==> src/rtl/target_power_seq_pkg.sv <==
// Shared constants for the target power sequencer: register address, FSM encodings,
// register bit positions and the STATUS byte packer.
`ifndef TPWR_ADDR
`define TPWR_ADDR 6'd52
`endif

package target_power_seq_pkg;

  localparam logic [5:0] TPWR_ADDR = `TPWR_ADDR;

  localparam logic [2:0] ST_OFF       = 3'd0;
  localparam logic [2:0] ST_SOFTSTART = 3'd1;
  localparam logic [2:0] ST_SETTLE    = 3'd2;
  localparam logic [2:0] ST_ON        = 3'd3;
  localparam logic [2:0] ST_DISCHARGE = 3'd4;
  localparam logic [2:0] ST_FAULT     = 3'd5;

  localparam int CTRL_PWR_REQ   = 0;
  localparam int CTRL_FAULT_CLR = 7;
  localparam int STAT_FAULT     = 3;
  localparam int STAT_PGOOD     = 4;

  // Dwell timer covers SETTLE=255 (65280 cycles) and the discharge window.
  localparam int TIMER_W = 16;

  function automatic logic [7:0] status_byte(input logic [2:0] state,
                                             input logic fault,
                                             input logic pgood);
    logic [7:0] b;
    b = 8'h00;
    b[2:0] = state;
    b[STAT_FAULT] = fault;
    b[STAT_PGOOD] = pgood;
    return b;
  endfunction

endpackage

==> src/rtl/target_power_seq_pwm.sv <==
// tpwr_pwm: soft-start PWM generator. Free-running period counter, duty ramp that
// steps once every (ss_div+1) periods, and a ramp_done pulse after the full-duty step.
module tpwr_pwm
  import target_power_seq_pkg::*;
#(
  parameter int PWM_BITS = 8,
  parameter int SS_STEPS = 16
) (
  input  logic       clk,
  input  logic       rst,
  input  logic       run,
  input  logic [7:0] ss_div,
  output logic       pwm_on,
  output logic       ramp_done
);

  localparam int FULL_I = 1 << PWM_BITS;
  localparam int STEP_I = FULL_I / SS_STEPS;
  localparam logic [PWM_BITS:0] FULL = FULL_I[PWM_BITS:0];
  localparam logic [PWM_BITS:0] STEP = STEP_I[PWM_BITS:0];

  logic [PWM_BITS-1:0] cnt_reg;
  logic [PWM_BITS:0]   duty_reg;
  logic [7:0]          div_reg;
  logic                period_end;
  logic                step;

  assign period_end = &cnt_reg;
  assign step       = period_end && (div_reg == ss_div);
  // Full duty also gets its own (ss_div+1) periods before the ramp is declared done.
  assign ramp_done  = run && step && (duty_reg == FULL);
  assign pwm_on     = ({1'b0, cnt_reg} < duty_reg);

  always_ff @(posedge clk or posedge rst) begin
    if (rst) begin
      cnt_reg  <= '0;
      duty_reg <= STEP;
      div_reg  <= '0;
    end else if (!run) begin
      cnt_reg  <= '0;
      duty_reg <= STEP;
      div_reg  <= '0;
    end else begin
      cnt_reg <= cnt_reg + 1'b1;
      if (period_end) begin
        if (step) begin
          div_reg <= '0;
          if (duty_reg != FULL) duty_reg <= duty_reg + STEP;
        end else begin
          div_reg <= div_reg + 8'd1;
        end
      end
    end
  end

endmodule

==> src/rtl/target_power_seq.sv <==
// target_power_seq: sequences target supply (PWM soft-start, settle, discharge) and IO tristate release.
// Define TPWR_OVERCURRENT_EN to add oc_fault_i and the latched FAULT shutdown state.
module target_power_seq
  import target_power_seq_pkg::*;
#(
  parameter int PWM_BITS      = 8,
  parameter int SS_STEPS      = 16,
  parameter int DISCHARGE_CYC = 4096
) (
  input  logic        clk,
  input  logic        reset_i,
`ifdef TPWR_OVERCURRENT_EN
  input  logic        oc_fault_i,
`endif
  input  logic [5:0]  reg_address,
  input  logic [15:0] reg_bytecnt,
  input  logic [7:0]  reg_datai,
  output logic [7:0]  reg_datao,
  input  logic        reg_read,
  input  logic        reg_write,
  input  logic        reg_addrvalid,
  input  logic [5:0]  reg_hypaddress,
  output logic [15:0] reg_hyplen,
  output logic        target_npower,
  output logic        target_highz,
  output logic        power_good
);

  localparam logic [TIMER_W-1:0] DISCH_LAST = TIMER_W'(DISCHARGE_CYC - 1);

  logic [2:0]         state_reg, state_next;
  logic               power_req_reg;
  logic [7:0]         ss_div_reg, settle_reg;
  logic [7:0]         ss_div_snap_reg, settle_snap_reg;
  logic [TIMER_W-1:0] timer_reg, settle_last;
  logic               reg_wr_hit, ctrl_wr, req_now;
  logic               ramping, running, timed;
  logic               pwm_on, ramp_done;
  logic               fault_now, fault_clr_ok;
  logic [7:0]         rd_byte;
  logic               unused_read;

  // Reads are address-driven; the strobe carries no extra information here.
  assign unused_read = reg_read;

  assign reg_wr_hit = reg_write && reg_addrvalid && (reg_address == TPWR_ADDR);
  assign ctrl_wr    = reg_wr_hit && (reg_bytecnt == 16'd0);
  // A CTRL write acts on the same edge it is captured, so decode it ahead of the register.
  assign req_now    = ctrl_wr ? reg_datai[CTRL_PWR_REQ] : power_req_reg;

  assign ramping = (state_reg == ST_SOFTSTART);
  assign running = ramping || (state_reg == ST_SETTLE) || (state_reg == ST_ON);
  assign timed   = (state_reg == ST_SETTLE) || (state_reg == ST_DISCHARGE);

  // SETTLE=0 still spends one cycle in SETTLE.
  assign settle_last = (settle_snap_reg == 8'd0) ? '0 : ({settle_snap_reg, 8'h00} - 16'd1);

`ifdef TPWR_OVERCURRENT_EN
  logic [1:0] oc_sync_reg;

  always_ff @(posedge clk or posedge reset_i) begin
    if (reset_i) oc_sync_reg <= '0;
    else         oc_sync_reg <= {oc_sync_reg[0], oc_fault_i};
  end

  assign fault_now    = oc_sync_reg[1] && running;
  assign fault_clr_ok = ctrl_wr && reg_datai[CTRL_FAULT_CLR] && !reg_datai[CTRL_PWR_REQ];
`else
  assign fault_now    = 1'b0;
  assign fault_clr_ok = 1'b0;
`endif

  tpwr_pwm #(
    .PWM_BITS (PWM_BITS),
    .SS_STEPS (SS_STEPS)
  ) u_pwm (
    .clk       (clk),
    .rst       (reset_i),
    .run       (ramping),
    .ss_div    (ss_div_snap_reg),
    .pwm_on    (pwm_on),
    .ramp_done (ramp_done)
  );

  always_comb begin
    state_next = state_reg;
    case (state_reg)
      ST_OFF:       if (req_now) state_next = ST_SOFTSTART;
      ST_SOFTSTART: if (!req_now) state_next = ST_DISCHARGE;
                    else if (ramp_done) state_next = ST_SETTLE;
      ST_SETTLE:    if (!req_now) state_next = ST_DISCHARGE;
                    else if (timer_reg == settle_last) state_next = ST_ON;
      ST_ON:        if (!req_now) state_next = ST_DISCHARGE;
      ST_DISCHARGE: if (timer_reg == DISCH_LAST) state_next = ST_OFF;
      ST_FAULT:     if (fault_clr_ok) state_next = ST_OFF;
      default:      state_next = ST_OFF;
    endcase
    if (fault_now) state_next = ST_FAULT;
  end

  always_comb begin
    rd_byte = 8'h00;
    if (reg_addrvalid && (reg_address == TPWR_ADDR)) begin
      case (reg_bytecnt)
        16'd0:   rd_byte[CTRL_PWR_REQ] = power_req_reg;
        16'd1:   rd_byte = status_byte(state_reg, state_reg == ST_FAULT, state_reg == ST_ON);
        16'd2:   rd_byte = ss_div_reg;
        16'd3:   rd_byte = settle_reg;
        default: rd_byte = 8'h00;
      endcase
    end
  end

  always_ff @(posedge clk or posedge reset_i) begin
    if (reset_i) begin
      state_reg       <= ST_OFF;
      timer_reg       <= '0;
      power_req_reg   <= 1'b0;
      ss_div_reg      <= 8'h00;
      settle_reg      <= 8'h00;
      ss_div_snap_reg <= 8'h00;
      settle_snap_reg <= 8'h00;
      reg_datao       <= 8'h00;
    end else begin
      state_reg <= state_next;
      timer_reg <= (timed && (state_next == state_reg)) ? timer_reg + 16'd1 : '0;
      if (ctrl_wr) power_req_reg <= reg_datai[CTRL_PWR_REQ];
      if (reg_wr_hit && (reg_bytecnt == 16'd2)) ss_div_reg <= reg_datai;
      if (reg_wr_hit && (reg_bytecnt == 16'd3)) settle_reg <= reg_datai;
      // Timing is frozen per sequence so mid-ramp writes cannot disturb it.
      if ((state_reg == ST_OFF) && (state_next == ST_SOFTSTART)) begin
        ss_div_snap_reg <= ss_div_reg;
        settle_snap_reg <= settle_reg;
      end
      reg_datao <= rd_byte;
    end
  end

  assign target_npower = !((ramping && pwm_on) || (state_reg == ST_SETTLE) || (state_reg == ST_ON));
  assign target_highz  = (state_reg != ST_ON);
  assign power_good    = (state_reg == ST_ON);
  assign reg_hyplen    = (reg_hypaddress == TPWR_ADDR) ? 16'd4 : 16'd0;

endmodule

==> config.mk <==
export PLATFORM = sky130hd
export DESIGN_NAME = target_power_seq
export DESIGN_NICKNAME = d
export VERILOG_FILES = /design/src/rtl/target_power_seq_pkg.sv /design/src/rtl/target_power_seq_pwm.sv /design/src/rtl/target_power_seq.sv
export SDC_FILE = /design/constraint.sdc
export NUM_CORES = 1
export LEC_CHECK = 0
export CAP_MARGIN = 25
export CORE_MARGIN = 5
export CORE_UTILIZATION = 53
export CTS_CLUSTER_DIAMETER = 120
export DETAILED_ROUTE_END_ITERATION = 16
export PLACE_DENSITY = 0.78
export SYNTH_ARGS = -nofsm -noshare
export SYNTH_HDL_FRONTEND = slang
export SYNTH_SLANG_ARGS = --single-unit
==> constraint.sdc <==
create_clock -name clk -period 3.6 [get_ports clk]
set_input_delay 0.72 -clock clk [delete_from_list [all_inputs] [get_ports clk]]
set_output_delay 0.72 -clock clk [all_outputs]
set_load 0.005 [all_outputs]
# Word level (Yosys, flattened, before mapping)
# Cells that the tools add are included.
# op_classes
addsub,5
order_cmp,1
eq_ne,21
muxes,23
n_reduce_logical,21
# op_table
cell,n
2-to-1 mux 8 bit,5
2-to-1 mux 9 bit,4
equality test 16 x 2 -> 1 bit (second input constant),2
2-to-1 mux 16 bit,2
2-to-1 mux 3 bit,8
case mux 7 bit (3 select lines),1
case mux 3 bit (6 select lines),1
adder 16 x 1 -> 16 bit (second input constant),1
adder 8 x 1 -> 8 bit (second input constant),2
equality test 16 x 1 -> 1 bit (second input constant),1
equality test 16 x 12 -> 1 bit (second input constant),1
equality test 16 bit,1
logical NOT 16 bit,1
subtractor 16 x 1 -> 16 bit (second input constant),1
equality test 6 bit (second input constant),2
logical AND 1 bit,12
adder 9 x 5 -> 9 bit (second input constant),1
equality test 9 bit (second input constant),1
< comparator 8 x 9 -> 1 bit,1
!= test 9 bit (second input constant),1
equality test 8 bit,1
logical NOT 8 bit,1
AND reduction 8 bit,1
equality test 3 x 1 -> 1 bit (second input constant),2
other kinds (11),17
# totals
regBits,85
inputBits,41
out_inout_bits,27
elab_cells,82

# Longest topological paths before layout
# depth
ltp_word,10
mapped_depth,10
ltp_nobuf,8

# Modules after synthesis
# Synthesis repeated with hierarchy kept, for this count alone.
# hier_totals
cells_unflattened,438
area_unflattened_um2,4658.2
# modules_own_cells
mod,n_inst,cells_each,area_each_um2,seq_area_each_um2
target_power_seq,1,304,3300.7,1501.4
tpwr_pwm,1,134,1357.6,526.8

# Worst setup path after synthesis
# No wires, ideal clock.
# synth_path
kind,in2reg
startpoint,input reg_bytecnt[1]
endpoint,register settle_snap_reg[0]
setup_ns,0.125
t_arrival_ns,2.765
t_required_ns,3.475
path_slack_ns,0.711
stages,9
n_path_buf,3
cell_sequence,buf_2 -> or3b_2 -> nor4b_1 -> a21oi_1 -> or2_2 -> buf_2 -> nand2_2 -> buf_6 -> mux2_2
# synth_via
elab_chain_len,7
elab_cells_between_ends,10
cone_classes,eq/ne (1); mux (6); reduce/logical (3)
# synth_rtl
element,line,text
from (decl),target_power_seq.sv:16,"input logic [15:0] reg_bytecnt,"
logical NOT 16 bit (*),target_power_seq.sv:47,assign ctrl_wr = reg_wr_hit && (reg_bytecnt == 16'd0);
logical AND 1 bit (*),target_power_seq.sv:47,
2-to-1 mux 1 bit (*),--,
2-to-1 mux 3 bit (on tied branches),--,
case mux 3 bit (6 select lines) (*),target_power_seq.sv:87,case (state_reg)
equality test 3 x 1 -> 1 bit (*),target_power_seq.sv:131,if ((state_reg == ST_OFF) && (state_next == ST_SOFTSTART)) begin
logical AND 1 bit (*),target_power_seq.sv:131,
to (signal assigned),target_power_seq.sv:133,settle_snap_reg <= settle_reg;
to (decl),target_power_seq.sv:34,"logic [7:0] ss_div_snap_reg, settle_snap_reg;"
# Mark *: on every way between the ends. The rest lies on a longest branch, timed or not.
# A chain may end at the register's enable or synchronous reset.

# Worst setup path in the final report
# layout_path
startpoint,register u_pwm.duty_reg[4]
endpoint,output target_npower
# layout_via
elab_chain_len,5
# layout_rtl
element,line,text
from (decl),target_power_seq_pwm.sv:23,logic [PWM_BITS:0] duty_reg;
from (signal assigned),target_power_seq_pwm.sv:48,if (duty_reg != FULL) duty_reg <= duty_reg + STEP;
< comparator 8 x 9 -> 1 bit,target_power_seq_pwm.sv:32,"assign pwm_on = ({1'b0, cnt_reg} < duty_reg);"
logical AND 1 bit,target_power_seq.sv:139,assign target_npower = !((ramping && pwm_on) || (state_reg == ST_SETTLE) || (state_reg == ST_ON));
logical OR 1 bit (2 in series),target_power_seq.sv:139,
logical NOT 1 bit,target_power_seq.sv:139,
to (decl),target_power_seq.sv:24,"output logic target_npower,"
# Every way passes these cells.

==> metrics.md <==
| Metric | Value |
|---|---|
| Outcome | `finished clean` |
| Total power | `around 0.0017 W` |
| Fillers | `665` |
| Part of the Yosys area used for sequential elements | `about 44%` |
| Clock transition at path regs | `roughly 0.090 ns` |
| CTS tree | `built` |
| Post-synth cell types | `63` |
| Post-synthesis mux area share | `10.9%` |
| RePlAce Congestion | `0.815` |
| Total number of vias | `3,293` |
| Area of the multi-input gates | `between 0.002 and 0.0025 mm2` |
| Global Route Usage Sum | `18.7%` |
| Simple-gate area share of the yosys netlist | `19.3%` |
| Clock skew after layout | `0.00770 ns` |
| Final setup viols | `0` |
| Setup tns final | `0 ns` |
| Setup Crit Path Kind | `flip-flop to output pin` |
| Final net count | `approximately 530` |
| Mean area per synthesized cell | `10.5 um2` |
| Adder-cell share of the synthesized area | `under 10%` |
| Post-DP HPWL | `approximately 6800 um` |
| Post-Synth XOR/XNOR Area | `between 8 and 9%` |
| Postcts setup bufs | `0` |
| # Max-Cap Violations | `0` |
| FP Rows | `33` |
| Starting density of the core | `55.0%` |
| Commonest non-fill, non-tap cell in the layout | `dfrtp_1` |
| Share of cells above drive strength 1 | `between 10% and 20%` |
| Number of gates resized after CTS | `0` |
| Syn-to-layout area delta | `15.4%` |
| Worst vdd ir | `0.228 mV` |
| Port bufs | `51` |
| HP Class | `flip-flop to flip-flop` |
| WP data required | `~2.9 ns` |
| Final wirelength | `9300 um` |
| Total power per unit cell area | `321 mW/mm2` |
| Post-synthesis compound-gate area fraction | `~6.6%` |
| Largest cells by area after synthesis | `dfrtp_1, mux2_2, xor2_1, nor2_1, ha_1` |
| Critical path arrival | `2.56 ns` |
| Worst-skew pair later-pin latency | `about 0.35 ns` |
| Top-area cell type share of the netlist area | `43.9%` |
| CTS Root Cell | `clkbuf_8` |
| Core Box Area | `about 0.0083 mm2` |
| Final period utilization | `91.1%` |
| Finished Core Util | `63.5%` |
| Lkg Pwr | `2.38 nW` |
| Clock tree sinks | `81` |
| Average wire per standard cell | `15.9 um` |
| Total Die Area | `0.0106 mm2` |
| Maximum root-to-sink buffer count | `2` |
| Worst setup SP type | `flip-flop` |
| Crit path capture type | `output pin` |
| Fin crit period | `3.28 ns` |
| Synth Flop Type | `dfrtp_1` |
| First-pass GRT wire length | `15,700 um` |
| Largest net degree at the start of global routing | `~80` |
| DRC | `0` |
| Share of synthesized registers carrying an async set or reset | `100%` |
| Num CTS Buffers | `9` |
| Ant diodes | `0` |
| Ports | `68` |
| Count of state elements after synthesis | `81` |
| Unrepaired setup endpoints after global routing | `no` |
| First-pass DRT Iterations | `4` |
| Vias in the first global route | `between 3,000 and 4,000` |
| EDFF count, synth | `0` |
| Vias/cell | `5.62` |
| Initial antenna violation count | `0` |
| Die H | `103 um` |
| Largest family of logic cells by synthesized area | `simple AND/OR/NAND/NOR gates` |
| Synth Instances | `roughly 430` |
| Crit path max fanout | `4` |
| GRT Residual Overflow | `0` |
| Max Freq | `305 MHz` |
| Worst-Margin Slew | `0.772 ns` |
| Die W | `103 um` |
| Commonest non-fill, non-tap cells in the layout | `dfrtp_1, clkdlybuf4s50_1, nor2_1` |
| Antenna Nets Post-Route | `0` |
| Post-Syn Area | `0.00456 mm2` |
| Iter 0 DRT Violations | `about 180` |
| Max reg flops | `16` |
| H-tree depth | `3` |
| Register area | `0.00203 mm2` |
| Hold buffer count at cts | `0` |
| Hold Fails Final Rpt | `0` |
| Worst reg2reg setup slack | `0.65 ns` |
| Post-synth top area cell | `dfrtp_1` |
| Slew Limit Fails | `0` |
| Normalized max-slew margin | `a little under half` |
| Yosys warning total | `0` |
==> critical path, stage by stage (launching register included) <==
cell	delay [ns]
dfstp_2	0.58
inv_1	0.07
ha_1	0.28
o21a_1	0.17
o21ai_0	0.14
nand2b_1	0.07
a21oi_1	0.15
o21ai_0	0.09
a21o_1	0.23
clkdlybuf4s50_1	0.44
==> routing by layer <==
| layer | share of wire, % | global-route usage (%) | up-vias | wire, um |
|---|---|---|---|---|
| li1 | - | - | 1595 | - |
| met1 | 44 | 24.8 | 1625 | 4070 |
| met2 | 51 | 32.3 | 65 | 4730 |
| met3 | 4.4 | 2.77 | 8 | 412 |
| met4 | 0.98 | 5.08 | 0 | 91 |
| met5 | 0 | 0 | - | 0 |
==> synth_stat cells (3+ instances only) <==
| library cell | n |
|---|---|
| nor2b_1 | 3 |
| xor2_1 | 28 |
| ha_1 | 11 |
| nand2_1 | 14 |
| or4_1 | 4 |
| nor4_1 | 18 |
| dfrtp_1 | 80 |
| nor4b_1 | 3 |
| mux2_2 | 37 |
| inv_1 | 17 |
| and3_1 | 8 |
| xnor2_1 | 14 |
| or2_2 | 4 |
| buf_4 | 16 |
| nand4_1 | 10 |
| clkbuf_1 | 11 |
| a21oi_1 | 8 |
| a22oi_1 | 4 |
| buf_6 | 3 |
| and4_1 | 5 |
| mux2i_1 | 6 |
| nand3_1 | 11 |
| nor2_1 | 39 |
| nor3_1 | 10 |
| nand2b_1 | 9 |
| o21ai_0 | 8 |
| buf_2 | 5 |
==> cell type report <==
cell class              instances  share of cell area [%]
flip-flops and latches         81                    38.5
multi-input cells             310                    43.0
well taps                     105                    2.49
inverters                      17                    1.21
clock buffers                   9                    2.35
repair buffers                 57                    10.8
clock inverters                 7                    1.62
==> final timing paths <==
check,from,endpoint,cells after the start
setup / recovery,u_pwm.duty_reg[4],target_npower,9
min in group asynchronous,reset_i,timer_reg[0],3
setup reg to reg,settle_snap_reg[0],timer_reg[15],9
max in group asynchronous,reset_i,u_pwm.cnt_reg[1],3
hold reg to reg,u_pwm.cnt_reg[0],u_pwm.cnt_reg[0],1
hold / removal,u_pwm.cnt_reg[0],u_pwm.cnt_reg[0],1
==> kinds of logic (layout without fill, tap and decap cells) <==
group	Yosys count	after routing
AND/OR/NAND/NOR	155	155
flip-flops	81	81
buffers and inverters	56	90
multiplexers	44	44
XOR/XNOR	43	43
AO/OA/AOI/OAI	42	42
adder cells (fa/ha/maj)	11	11
other	1	15
==> power by group <==
group / total [W] / internal, W / switching [W]
clock: 0.000695 / 0.000335 / 0.000360
sequential: 0.000911 / 0.000910 / 0.00000129
combinational: 0.0000828 / 0.0000465 / 0.0000363
total: 0.00169 / 0.00129 / 0.000397
==> per-stage QoR <==
step                      setup slack [ns]  hold slack, ns  instances  area (um2)
after floorplan                      0.711           0.425        447        4610
final                                0.322           0.465        586        5270
after detailed placement             0.179           0.463        570        5060
after global routing                 0.165           0.512        586        5270
after global placement               0.261           0.444        570        5060
after CTS                            0.271           0.475        586        5270
Power figures use the tool's default switching activity.
